**src/rtl/logic_unit_arbiter.sv**
```systemverilog
// Two-requester sequencer/arbiter in front of a shared 32-bit bitwise logic unit.
// Define LOGIC_ARB_FIXED_PRIO_EN for fixed priority (requester 0 wins ties); default is round-robin.
module logic_unit_arbiter #(
  parameter int WIDTH = 32
) (
  input  logic             clk,
  input  logic             reset,
  input  logic             req0_valid,
  output logic             req0_ready,
  input  logic [WIDTH-1:0] req0_a,
  input  logic [WIDTH-1:0] req0_b,
  input  logic [1:0]       req0_op,
  input  logic             req1_valid,
  output logic             req1_ready,
  input  logic [WIDTH-1:0] req1_a,
  input  logic [WIDTH-1:0] req1_b,
  input  logic [1:0]       req1_op,
  output logic [WIDTH-1:0] lu_a,
  output logic [WIDTH-1:0] lu_b,
  output logic [1:0]       lu_op,
  input  logic [WIDTH-1:0] lu_out,
  output logic             rsp_valid,
  input  logic             rsp_ready,
  output logic             rsp_id,
  output logic [WIDTH-1:0] rsp_data,
  output logic             rsp_zero
);

  localparam logic [1:0] IDLE = 2'd0;
  localparam logic [1:0] EXEC = 2'd1;
  localparam logic [1:0] RESP = 2'd2;

  logic [1:0] state;
  logic       last_grant;
  logic       grant0;
  logic       grant1;

  // A tie goes to whichever requester was not served last (or always to 0 in fixed mode).
  always_comb begin
    grant0 = 1'b0;
    grant1 = 1'b0;
`ifdef LOGIC_ARB_FIXED_PRIO_EN
    grant0 = req0_valid;
    grant1 = req1_valid && !req0_valid;
`else
    if (req0_valid && req1_valid) begin
      grant0 = last_grant;
      grant1 = !last_grant;
    end else begin
      grant0 = req0_valid;
      grant1 = req1_valid;
    end
`endif
  end

  assign req0_ready = (state == IDLE) && !reset && grant0;
  assign req1_ready = (state == IDLE) && !reset && grant1;
  assign rsp_valid  = (state == RESP);

  always_ff @(posedge clk) begin
    if (reset) begin
      state      <= IDLE;
      last_grant <= 1'b1;
      lu_a       <= '0;
      lu_b       <= '0;
      lu_op      <= 2'b00;
      rsp_id     <= 1'b0;
      rsp_data   <= '0;
      rsp_zero   <= 1'b1;
    end else begin
      case (state)
        IDLE: begin
          if (req0_ready) begin
            lu_a       <= req0_a;
            lu_b       <= req0_b;
            lu_op      <= req0_op;
            rsp_id     <= 1'b0;
            last_grant <= 1'b0;
            state      <= EXEC;
          end else if (req1_ready) begin
            lu_a       <= req1_a;
            lu_b       <= req1_b;
            lu_op      <= req1_op;
            rsp_id     <= 1'b1;
            last_grant <= 1'b1;
            state      <= EXEC;
          end
        end
        EXEC: begin
          // The shared unit has had a full cycle on stable operands, so its result is settled here.
          rsp_data <= lu_out;
          rsp_zero <= (lu_out == '0);
          state    <= RESP;
        end
        RESP: begin
          if (rsp_ready) begin
            state <= IDLE;
          end
        end
        default: state <= IDLE;
      endcase
    end
  end

endmodule
```
**config.mk**
```make
export PLATFORM = sky130hd
export DESIGN_NAME = logic_unit_arbiter
export DESIGN_NICKNAME = d
export VERILOG_FILES = /design/src/rtl/logic_unit_arbiter.sv
export SDC_FILE = /design/constraint.sdc
export NUM_CORES = 1
export LEC_CHECK = 0
export CAP_MARGIN = 20
export CORE_MARGIN = 4
export CORE_UTILIZATION = 42
export DETAILED_ROUTE_END_ITERATION = 8
export GPL_TIMING_DRIVEN = 0
export PLACE_DENSITY = 0.86
export SETUP_SLACK_MARGIN = 0.4
export SYNTH_ARGS = -nofsm -noshare
export SYNTH_HDL_FRONTEND = slang
export SYNTH_SLANG_ARGS = --single-unit
```
**constraint.sdc**
```tcl
create_clock -name clk -period 2.7 [get_ports clk]
set_input_delay 0.54 -clock clk [delete_from_list [all_inputs] [get_ports clk]]
set_output_delay 0.54 -clock clk [all_outputs]
set_load 0.02 [all_outputs]
```
# Word-level counts from Yosys, hierarchy flattened
# Cells that the tools add are included.
# word_totals
ff_bits	103
latchBits	0
ram_bits	0
rom_bits	0
input_bits	169
out_inout_bits	103
n_memories	0
# classes
n_addsub	0
multipliers	0
div_mod_pow	0
magnitude_cmp	0
n_eq_ne	4
n_shift	0
mux	14
bitwise	0
n_reduce_logical	11
# op_table
operator	n
32-bit 2-to-1 mux	4
32-bit logical NOT	1
2-bit 2-to-1 mux	5
2-bit one-hot mux with 3 select lines	1
1-bit logical AND	4
1-bit 2-to-1 mux	4
2-bit AND reduction	2
3-bit inequality test (second input constant)	1
2-bit by 1-bit == test with 1-bit output (second input constant)	1
2-bit == test (second input constant)	1
1-bit logical NOT	2
2-bit logical NOT	1
2-bit by 1-bit inequality test with 1-bit output (second input constant)	1
2-bit nonzero test	1

# Logic depth before layout (Yosys ltp)
# logic_depth
ltp_word	6
depth_mapped	7
depth_no_buf	3

# Worst setup path before layout
# Ideal clock, no wire load.
# synth_timing
kind	input -> output
from	in reset
to	out req0_ready
arrival_ns	1.901
t_required_ns	2.160
slack_ns	0.259
path_stages	6
n_path_buf	4
path_cell_list	clkbuf_1 or3_1 buf_6 buf_6 buf_6 nor3_1
# synth_between
elab_chain_len	3
# synth_lines
element	line	source
from (decl)	7	input logic reset,
1-bit logical NOT	56	assign req0_ready = (state == IDLE) && !reset && grant0;
1-bit logical AND (2 in a row)	56	
to (decl)	9	output logic req0_ready,
# Every way passes these cells.

# Final worst setup path
# layout_timing
from	reg state[1]
to	out req0_ready
# layout_between
elab_chain_len	3
# layout_lines
element	line	source
from (decl)	33	logic [1:0] state;
from (signal assigned)	62	state <= IDLE;
from (signal assigned)	79	state <= EXEC;
from (signal assigned)	86	state <= EXEC;
2-bit logical NOT	56	
1-bit logical AND (2 in a row)	56	
# Every way passes these cells.

==> summary.md <==
| Metric | Value |
|---|---|
| Slew @ Worst Pin | `0.712 ns` |
| CP required | `2.16 ns` |
| Latest clock arrival within the worst-skew pair | `roughly 0.34 ns` |
| Minimum clock period | `2.24 ns` |
| Grt ovf | `0` |
| TritonCTS clock tree | `built` |
| FF-to-FF Start | `state[1]` |
| Initial drt markers | `577` |
| Clock-pin slew on the worst setup and hold paths | `around 0.07 ns` |
| Final setup vio count | `0` |
| RSZ-0062 raised after global routing | `no` |
| Final ANT Viol Nets | `0` |
| Die width | `approximately 120 um` |
| Worst reg2reg endpoint | `lu_a[24]` |
| Vias in the first global route | `~6,000` |
| Placer Congestion | `slightly above 0.9` |
| CTS buffer count | `9` |
| Sink of the worst hold path | `rsp_data[6]` |
| Setup_tns | `0 ns` |
| Worst Skew | `a little over 0.007 ns` |
| Layout cell share with drive strength beyond 1 | `0.0938` |
| Initial Util | `0.432` |
| First-pass GRT wire length | `between 30,000 and 40,000 um` |
| Cell Area, Placed | `a little under 8000 sq um` |
| Final instance area | `roughly 8000 sq um` |
| Leak | `0.00273 uW` |
| Routed vias/inst | `about 6.1` |
| Max Cap Viol | `0` |
| Mapped Area | `about 5000 sq um` |
| Status | `finished, final reports clean` |
| CTS Root Cell | `clkbuf_16` |
| Hold Crit Depth | `2` |
| DR vias | `between 6,000 and 7,000` |
| Synthesis Warnings | `0` |
| Fin crit share | `0.828` |
| Type of the tightest min-delay check | `reg -> reg` |
| PortBufs | `approximately 270` |
| Clock Path Buffers | `2` |
| Avg Inst Size Synth | `8.54 sq um` |
| Pin count of the biggest net entering global routing | `20` |
| Detailed placement HPWL | `15,800 um` |
| Sink Count | `~100` |
| Hold Path Origin | `rsp_data[6]` |
| Tot Pwr | `4440 uW` |
| Drc violations | `0` |
| Detailed Route WL | `a little over 20,000 um` |
| Startpoint Class | `register` |
| Die Footprint | `roughly 14,000 sq um` |
| F_max | `~0.45 GHz` |
| Routed WL per cell | `slightly above 20 um` |
| Area growth from synthesis to layout | `65.4%` |
| Drt first pass iters | `5` |
| Distinct cells, synth | `25` |
| Final Hold Viols | `0` |
| Nets | `1,038` |
| Final Util | `0.715` |
| Reg2Reg Depth | `6` |
| H-Tree Depth | `3` |
| Initial antenna violation count | `0` |
| I/O pins | `roughly 270` |
| Gate Count Post-Synth | `approximately 580` |
| GRT Overall Usage | `0.284` |
| Die height | `117 um` |
| Reg2Reg Setup Slack | `approximately 0.79 ns` |
| Max-slew violations | `0` |
| Setup crit end kind | `primary output` |
| PwrDens | `539 nW/um^2` |
| Core footprint | `roughly 12,000 sq um` |
| Register area share after synthesis | `0.414` |
| Synthesis-stage register bit count | `just over 100` |
| Worst slew margin | `0.525` |
| Ant diodes | `0` |
| WHS | `roughly 0.45 ns` |
| Syn_nets | `752` |
| Crit path kind | `reg -> out` |
| Crit Path Max Fanout | `4` |
| FP Rows | `39` |
| VDD IR-drop max | `0.321 mV` |
| Critical Path AT | `1.70 ns` |
[flip-flops by register name, summed over array words and instances, names as in the netlist]
name and flops:
lu_b 32, rsp_data 32, state 2, rsp_id 1, lu_op 2, rsp_zero 1
last_grant 1, lu_a 32
[synth_stat cells]
master    count  area [sq um]
o31ai_1      49           368
nor2_4        1          11.3
a221o_1       1          10.0
or2_2         1          6.26
dfxtp_1     103          2060
nand2b_1      3          18.8
nand2_1      66           248
buf_4         5          37.5
o21ai_1       1          5.00
nor3_4        1          16.3
or3_1         1          6.26
buf_6         4          45.0
nand3_1       1          5.00
nor3_1        1          5.00
buf_2        22           110
a21oi_1     101           505
a311oi_1     66           578
nor4_1        8          50.1
nor2_1        2          7.51
nor2b_1       3          18.8
inv_1         2          7.51
nand4_1      68           425
clkbuf_1     48           180
o31ai_2      18           225
buf_1         7          26.3
[layout make-up]
| cell class | count | area [sq um] |
|---|---|---|
| Sequential cell | 103 | 2070 |
| Tap cell | 143 | 179 |
| Inverter | 2 | 7.51 |
| Clock buffer | 9 | 225 |
| Buffer | 86 | 438 |
| Clock inverter | 7 | 65.1 |
| Timing Repair Buffer | 275 | 2730 |
| Fill cell | 873 | 3280 |
| Multi-Input combinational cell | 392 | 2520 |
[metal layers]
| layer | part of all wire | track usage |
|---|---|---|
| met3 | 0.10 | 0.0638 |
| met1 | 0.37 | 0.341 |
| met2 | 0.49 | 0.497 |
| met5 | 0 | 0 |
| met4 | 0.034 | 0.106 |
[layout by cell type, fill, tap and decap left out, types with 7 or more instances in the layout]
cell               n
nor4_1             8
o31ai_2           18
clkbuf_1          47
a311oi_1          66
buf_4             11
nand4_1           68
buf_2             19
dfxtp_1          101
o31ai_1           49
buf_6              7
nand2_1           66
clkdlybuf4s50_1  266
clkbuf_16          9
buf_1              7
a21oi_1          101
[critical path: stages, from the launching register on]
cell,delay (ns)
dfxtp_4,0.37
or3_1,0.38
buf_6,0.13
buf_8,0.11
buf_12,0.11
nor3_4,0.11
buf_6,0.14
[what timing repair did]
item | in CTS | in global routing
pin swaps | 2 | 3
endpoints found under the setup margin | 2 | 2
resized for setup | 26 | 6
buffers inserted | 6 | 0
endpoints found under the hold margin | 0 | 0
hold buffers | 0 | 0
[power by group]
part | internal, uW | switching, uW | total [uW]
clock | 650 | 653 | 1300
sequential | 1650 | 85.5 | 1740
combinational | 670 | 728 | 1400
[metrics by stage]
stage | instances | setup WS, ns
floorplan | 583 | 0.429
global placement | 995 | -0.406
detailed placement | 995 | -0.425
CTS | 1017 | 0.418
global route | 1017 | 0.422
finish | 1017 | 0.463
[logic make-up (layout without fill, tap and decap cells)]
group,Yosys count,in the layout,synth area share
AND/OR/NAND/NOR,156,156,0.164
AO/OA/AOI/OAI,236,236,0.340
buffers and inverters,88,379,0.0817
flip-flops,103,103,0.414
[worst max path at each step]
| stage | startpoint | endpoint | slack [ns] | cells after the start |
|---|---|---|---|---|
| 4_1_cts | state[0] | req0_ready | 0.42 | 6 |
| 6_report | state[1] | req0_ready | 0.46 | 6 |
| 2_1_floorplan | reset | req0_ready | 0.43 | 6 |
| 3_3_place_gp | req1_valid | req0_ready | -0.41 | 7 |
| 5_1_grt | state[1] | req0_ready | 0.42 | 6 |
| 3_5_place_dp | req1_valid | req0_ready | -0.43 | 7 |
No activity file was read; power rests on OpenSTA's default activity.
